$ cat src/rtl/pc_fetch_pkg.sv
// Shared types and constants for the program-counter fetch unit.
package pc_fetch_pkg;

    // Fetch sequencer states
    typedef enum logic [1:0] {
        IDLE  = 2'd0,
        RUN   = 2'd1,
        STALL = 2'd2,
        HALT  = 2'd3
    } fetch_state_e;

    // Next-pc source selection
    typedef enum logic [1:0] {
        SEL_HOLD   = 2'd0,
        SEL_STEP   = 2'd1,
        SEL_TARGET = 2'd2
    } pc_sel_e;

    // Byte distance between consecutive instructions
    localparam int unsigned PC_STEP = 4;

endpackage : pc_fetch_pkg

$ cat src/rtl/pc_fetch_unit_pc_next_sel.sv
// Next-pc selection: hold, sequential step, or pc-relative target.
// All arithmetic wraps modulo 2^PC_WIDTH.
module pc_next_sel
    import pc_fetch_pkg::*;
#(
    parameter int unsigned PC_WIDTH = 10
) (
    input  logic [PC_WIDTH-1:0] pc_i,
    input  logic [PC_WIDTH-1:0] imm_i,
    input  pc_sel_e             sel_i,
    output logic [PC_WIDTH-1:0] target_o,
    output logic [PC_WIDTH-1:0] pc_next_o
);

    logic [PC_WIDTH-1:0] step_pc;

    // Candidate addresses; target is exposed for the alignment check
    always_comb begin
        step_pc  = pc_i + PC_WIDTH'(PC_STEP);
        target_o = pc_i + imm_i;
    end

    // Select the next fetch address
    always_comb begin
        pc_next_o = pc_i;
        case (sel_i)
            SEL_STEP:   pc_next_o = step_pc;
            SEL_TARGET: pc_next_o = target_o;
            default:    pc_next_o = pc_i;
        endcase
    end

endmodule : pc_next_sel

$ cat src/rtl/pc_fetch_unit.sv
// Program-counter fetch sequencer for a single-cycle datapath.
// Optional feature: define PC_FETCH_JUMP_EN to add an unconditional
// jump input that overrides branch, with the same alignment check.
module pc_fetch_unit
    import pc_fetch_pkg::*;
#(
    parameter int unsigned PC_WIDTH = 10,
    parameter int unsigned RESET_PC = 0,
    parameter int unsigned PC_LAST  = 40
) (
    input  logic                clk,
    input  logic                rst,
    input  logic                stall,
    input  logic                branch,
    input  logic                zero,
`ifdef PC_FETCH_JUMP_EN
    input  logic                jump,
`endif
    input  logic [31:0]         imm,
    output logic [PC_WIDTH-1:0] pc,
    output logic                fetch_valid,
    output logic                halted,
    output logic                misalign_err
);

    fetch_state_e        state_q, state_d;
    logic [PC_WIDTH-1:0] pc_q, pc_d;
    logic                misalign_q, misalign_d;
    pc_sel_e             sel;
    logic [PC_WIDTH-1:0] target;
    logic                redirect;

    // Immediate bits above the pc width do not affect the address
    generate
        if (PC_WIDTH < 32) begin : g_imm_unused
            logic unused_imm_hi;
            assign unused_imm_hi = ^imm[31:PC_WIDTH];
        end
    endgenerate

    pc_next_sel #(
        .PC_WIDTH (PC_WIDTH)
    ) u_pc_next_sel (
        .pc_i      (pc_q),
        .imm_i     (imm[PC_WIDTH-1:0]),
        .sel_i     (sel),
        .target_o  (target),
        .pc_next_o (pc_d)
    );

    // Redirect request: taken branch, or jump when enabled
    always_comb begin
`ifdef PC_FETCH_JUMP_EN
        redirect = jump | (branch & zero);
`else
        redirect = branch & zero;
`endif
    end

    // Next-state and pc source; stall beats redirect, redirect beats halt
    always_comb begin
        state_d    = state_q;
        sel        = SEL_HOLD;
        misalign_d = misalign_q;
        case (state_q)
            IDLE: begin
                state_d = RUN;
            end
            RUN: begin
                if (stall) begin
                    state_d = STALL;
                end else if (redirect) begin
                    if (target[1:0] != 2'b00) begin
                        state_d    = HALT;
                        misalign_d = 1'b1;
                    end else begin
                        sel = SEL_TARGET;
                    end
                end else if (pc_q == PC_WIDTH'(PC_LAST)) begin
                    state_d = HALT;
                end else begin
                    sel = SEL_STEP;
                end
            end
            STALL: begin
                if (!stall) begin
                    state_d = RUN;
                end
            end
            HALT: begin
                state_d = HALT;
            end
            default: begin
                state_d = IDLE;
            end
        endcase
    end

    // State, pc and sticky error registers with synchronous reset
    always_ff @(posedge clk) begin
        if (rst) begin
            state_q    <= IDLE;
            pc_q       <= PC_WIDTH'(RESET_PC);
            misalign_q <= 1'b0;
        end else begin
            state_q    <= state_d;
            pc_q       <= pc_d;
            misalign_q <= misalign_d;
        end
    end

    // Registered outputs decoded from state
    always_comb begin
        pc           = pc_q;
        fetch_valid  = (state_q == RUN);
        halted       = (state_q == HALT);
        misalign_err = misalign_q;
    end

endmodule : pc_fetch_unit

$ cat config.mk
export PLATFORM = sky130hd
export DESIGN_NAME = pc_fetch_unit
export DESIGN_NICKNAME = d
export VERILOG_FILES = /design/src/rtl/pc_fetch_pkg.sv /design/src/rtl/pc_fetch_unit_pc_next_sel.sv /design/src/rtl/pc_fetch_unit.sv
export SDC_FILE = /design/constraint.sdc
export NUM_CORES = 1
export LEC_CHECK = 0
export BUFFER_PORTS_ARGS = -buffer_cell sky130_fd_sc_hd__buf_4
export CORE_ASPECT_RATIO = 1.5
export CORE_MARGIN = 2
export CORE_UTILIZATION = 31
export CTS_BUF_LIST = sky130_fd_sc_hd__clkbuf_4
export DETAILED_ROUTE_END_ITERATION = 12
export GPL_ROUTABILITY_DRIVEN = 0
export PLACE_DENSITY = 0.66
export SYNTH_ARGS = -nofsm -noshare
export SYNTH_HDL_FRONTEND = slang
export SYNTH_SLANG_ARGS = --single-unit
$ cat constraint.sdc
create_clock -name clk -period 6.74 [get_ports clk]
set_input_delay 0.674 -clock clk [delete_from_list [all_inputs] [get_ports clk]]
set_output_delay 0.674 -clock clk [all_outputs]
set_load 0.005 [all_outputs]
### Word level (Yosys, flattened, before mapping)

Cells that the tools add are included.

| storage, ports and cells | value |
|---|---|
| output and inout port bits | 13 |
| flip-flop bits (word level) | 13 |

| cells by class | value |
|---|---|
| $add $sub $neg | 2 |
| bitwise operators | 2 |
| reduce and logical (&&, ||, !) cells | 5 |
| mux-type cells | 12 |
| equality and inequality tests | 9 |

Operators with widths:

| kind | number |
|---|---|
| 10-bit case mux with 2 select lines | 1 |
| 2-bit two-way mux | 9 |
| 10-bit adder | 1 |
| 10-bit by 3-bit adder with 10-bit output (second input constant) | 1 |
| 10-bit by 6-bit equality test with 1-bit output (second input constant) | 1 |
| 2-bit case mux with 4 select lines | 1 |
| 2-bit equality test (second input constant) | 3 |
| 2-bit by 1-bit equality test with 1-bit output (second input constant) | 2 |
| 4-bit by 2-bit inequality test with 1-bit output (second input constant) | 1 |
| 4-bit by 3-bit inequality test with 1-bit output (second input constant) | 1 |
| 4-bit AND reduction | 1 |
| 2-bit nonzero test | 2 |
| 3-bit AND reduction | 1 |
| 2-bit zero test | 1 |
| 2-bit inequality test (second input constant) | 1 |
| 1-bit AND | 1 |
| 1-bit two-way mux | 1 |
| 1-bit inverter | 1 |

### Depth between registers and ports, before layout

| depth | value |
|---|---|
| depth after elaboration | 8 |
| depth in mapped cells | 11 |

### Hierarchy

From an unflattened synthesis, not the netlist that was laid out.

| unflattened totals | value |
|---|---|
| cell total of the unflattened synthesis | 152 |
| area total of the unflattened synthesis | 1241.2 um^2 |

Modules (own cells, without submodules):

| module | times used | area each (um^2) | cells each |
|---|---|---|---|
| pc_next_sel | 1 | 757.0 | 109 |
| pc_fetch_unit | 1 | 484.2 | 43 |

### Worst setup path before layout

Ideal clock, no wire load.

| timing | value |
|---|---|
| path kind | input-to-reg |
| start point | input imm[0] |
| end point | register pc_q[9] (netlist: pc[9]) |
| cell stages on the path | 10 |
| setup slack | 3.771 ns |
| arrival | 2.890 ns |
| buffers on the path | 2 |
| cell sequence | ha_1 -> fa_1 -> nor3_1 -> ha_1 -> buf_6 -> or3b_1 -> buf_6 -> nor3b_2 -> o211ai_1 -> o211ai_1 |

| on the way | value |
|---|---|
| longest elaborated chain between the ends | 8 |

RTL lines:

| item | line | text |
|---|---|---|
| start: declaration | pc_fetch_unit.sv:19 | `input logic [31:0] imm,` |
| 10-bit adder (*) | pc_fetch_unit_pc_next_sel.sv:20 | `target_o = pc_i + imm_i;` |
| 2-bit nonzero test | pc_fetch_unit.sv:73 | `if (target[1:0] != 2'b00) begin` |
| 2-bit two-way mux | pc_fetch_unit.sv:73 |  |
| 2-bit two-way mux | pc_fetch_unit.sv:72 | `end else if (redirect) begin` |
| 2-bit two-way mux | pc_fetch_unit.sv:70 | `if (stall) begin` |
| 2-bit two-way mux | pc_fetch_unit.sv:65 | `case (state_q)` |
| 2-bit equality test / 2-bit by 1-bit equality test with 1-bit output (equally long branches) | pc_fetch_unit_pc_next_sel.sv:26 | `case (sel_i)` |
| 10-bit case mux with 2 select lines / 2-bit nonzero test (equally long branches) | n/a |  |
| end signal: assignment | pc_fetch_unit.sv:103 | `pc_q <= PC_WIDTH'(RESET_PC);` |
| end signal: assignment | pc_fetch_unit.sv:107 | `pc_q <= pc_d;` |
| end: declaration | pc_fetch_unit.sv:27 | `logic [PC_WIDTH-1:0] pc_q, pc_d;` |

Mark *: on every way between the ends. The rest lies on a longest branch, timed or not.
A chain may end at the register's enable or synchronous reset.

### Worst setup path after layout

Ends and elaborated chain as after synthesis.

==> results by group <==
Floorplanning
  • Core area: 3650 µm²
  • IO Count: 50
  • Die Y: 79.5 µm
  • Initial Utilization: 0.323
  • Die area: 4320 µm²
  • Cell Rows: 27
  • Die width: 54.3 µm

Power
  • Sequential power share: 0.452
  • Pwr dens: 131 nW/µm²
  • P_int: 0.000131 W
  • Clock power share: 0.298
  • Sw Pwr: 0.0000566 W
  • Net Sw Frac: 0.301
  • Worst vdd ir: 0.0638 mV
  • Comb power frac: 0.250
  • Leak: 0.654 nW

Synth
  • Syn_nets: 191
  • Cells after synthesis: 140
  • Post-synthesis xor/xnor area fraction: 0.0521
  • Complex-gate fraction of the synthesized area: 0.214
  • Distinct cell type count after synthesis: 45
  • Async SR Flop Fraction: 0
  • Cell area after synthesis: 1180 µm²
  • Adder-cell share of the synthesized area: 0.155
  • Mux share of post-synthesis cell area: 0.0723
  • Post-synthesis simple-gate area fraction: 0.248
  • Mapped Avg Cell Area: 8.41 µm²
  • Seq/Total Area, Yosys: 0.221
  • Post-synth EDFFs: 0
  • Main combinational cell family by area after synthesis: simple AND/OR/NAND/NOR gates
  • Synthesis-stage register bit count: 13
  • Synth warn: 0
  • Top FF cell, synth: dfxtp_1

Min path
  • Worst Hold Path EP: misalign_err
  • Min-delay src: misalign_err
  • Cells on Worst Hold Path: 2
  • Hold Path Class: reg2reg

Routing
  • Metal1 wirelength: 1.14 mm
  • Max Used Layer: met4
  • Vias per Instance: 5.27
  • ANT nets after route: 0
  • Vias post-DR: 1101
  • Routed wire per std cell: 13.1 µm
  • Met2 wire length: 1.46 mm
  • WL met3: 89 µm
  • Initial detailed-routing violation count: 35
  • Detailed Route WL: 2.73 mm
  • DRC: 0
  • Drt first pass iters: 4

Clock tree
  • Num CTS Buffers: 3
  • CTS Root Cell: clkbuf_4
  • Hold-fix buffers, CTS: 0
  • Clock Path Buffers: 2
  • CTS Sinks: 13
  • Post-CTS Setup Bufs: 0
  • CTS tree: yes
  • Worst-skew pair later-pin latency: 280 ps
  • H-tree Lvls: 1
  • Cts repair resizes: 0
  • Clock Pin Slew Worst Setup and Hold Paths: 90 ps

Timing
  • Slew @ Worst Pin: 574 ps
  • Final hold vios: 0
  • F_max: 314 MHz
  • Slew headroom: 0.618
  • Post-route minimum period: 3180 ps
  • Setup Total Neg Slack: 0 ps
  • RSZ-0062 raised after global routing: false
  • Final setup fails: 0
  • Max Slew Vio Count: 0
  • Skew final: 2.51 ps
  • Post-route clock period utilization: 0.472

Finish
  • Share of cells above drive strength 1: 0.211
  • Final nets: 218
  • Most frequent cells in the layout: buf_4, a21oi_1, nor2_1
  • Area growth syn-to-layout: 21.5%
  • Ant. Diodes: 0
  • Fillers: 391
  • Commonest non-fill, non-tap cell in the layout: buf_4
  • Post-layout util: 0.392

Worst setup path
  • CP arrival: 3390 ps
  • Reg-to-reg startpoint: pc[0]
  • R2R depth: 8
  • FF-to-FF End: pc[9]
  • Crit path capture type: register
  • R2R Setup Slk: 3690 ps
  • Critical path peak fanout: 15
  • Critical Path Source Type: primary input
  • Worst path required time: 6950 ps
  • WS Path Type: in2reg

Run
  • Max-Cap Viols: 0

Global routing
  • GR Overflow Total: 0
  • First-pass GRT wire length: 4.54 mm
  • Vias in the first global route: 1027
  • Largest net degree at the start of global routing: 20
  • Initial antenna violation count: 0
  • Global-route usage over all layers: 0.139

Placement
  • Hpwl dp: 2.09 mm
  • IO Port Bufs: 27

Run status
  • Status: completed
[through the flow]
step | hold WS [ps] | setup slack, ps | power, W | std cells | instance area [µm²]
floorplan | 442 | 3770 | 0.000116 | 140 | 1180
global placement | 433 | 3270 | 0.000133 | 205 | 1400
detailed placement | 442 | 3280 | 0.000134 | 205 | 1400
CTS | 456 | 3560 | 0.000190 | 209 | 1430
global route | 488 | 3370 | 0.000200 | 209 | 1430
finish | 450 | 3560 | 0.000188 | 209 | 1430
[routing by layer]
metal | vias up | global-route usage
li1 | 568 | -
met1 | 508 | 0.168
met2 | 21 | 0.243
met3 | 4 | 0.00562
met4 | 0 | 0.0600
met5 | - | 0
[worst max-delay path by stage]
stage               slack [ps]    from  depth (start not counted)  endpoint
finish                    3560  imm[0]                          9     pc[9]
global route              3370  imm[0]                          9     pc[9]
CTS                       3560  imm[0]                          9     pc[9]
detailed placement        3280  imm[0]                          9     pc[9]
global placement          3270  imm[0]                          9     pc[9]
floorplan                 3770  imm[0]                         10     pc[9]
[Yosys cell counts, types with 2 or more instances]
master,number,area share
a21oi_1,15,0.064
nor2_1,14,0.045
dfxtp_1,13,0.22
ha_1,13,0.14
mux2i_1,7,0.060
nand2_1,7,0.022
nand3_1,7,0.030
nor3_1,5,0.021
xnor2_1,5,0.037
clkbuf_1,3,0.0096
inv_1,3,0.0096
nand2b_1,3,0.016
nor2b_1,3,0.016
o22ai_1,3,0.016
a21o_1,2,0.013
a2bb2oi_1,2,0.015
and3_1,2,0.011
buf_6,2,0.019
o211ai_1,2,0.013
o21a_1,2,0.013
or3b_1,2,0.015
xor2_1,2,0.015
[critical path, cell delays in order]
cell and delay, ps:
buf_4 110, ha_1 220, fa_1 490, nor3_1 340, ha_1 590, or3b_1 550, nor3b_2 220, o211ai_1 110
o211ai_1 90
[cells by family after synthesis]
| family | count (synthesis) |
|---|---|
| flip-flops | 13 |
| adder cells (fa/ha/maj) | 14 |
| AND/OR/NAND/NOR | 53 |
| AO/OA/AOI/OAI | 37 |
| buffers and inverters | 8 |
| XOR/XNOR | 7 |
| multiplexers | 8 |
[layout make-up]
class,count,area (µm²),share of cell area
Multi-Input combinational cell,119,872,0.610
Sequential cell,13,260,0.182
Timing Repair Buffer,27,203,0.142
Tap cell,43,53.8,0.0376
Clock buffer,4,30.0,0.0210
Inverter,3,11.3,0.00787
[power groups by stage]
stage	Sequential, W	Combinational (W)	Clock (W)
floorplan	0.0000854	0.0000311	0
detailed placement	0.0000866	0.0000474	0
global route	0.0000856	0.0000529	0.0000611
global placement	0.0000866	0.0000469	0
finish	0.0000849	0.0000470	0.0000560
CTS	0.0000849	0.0000475	0.0000579
[state kept, by name, summed over array words and instances (netlist names)]
register / cells
state_q: 2
pc: 10
misalign_err: 1
No activity file was read; power rests on OpenSTA's default activity.
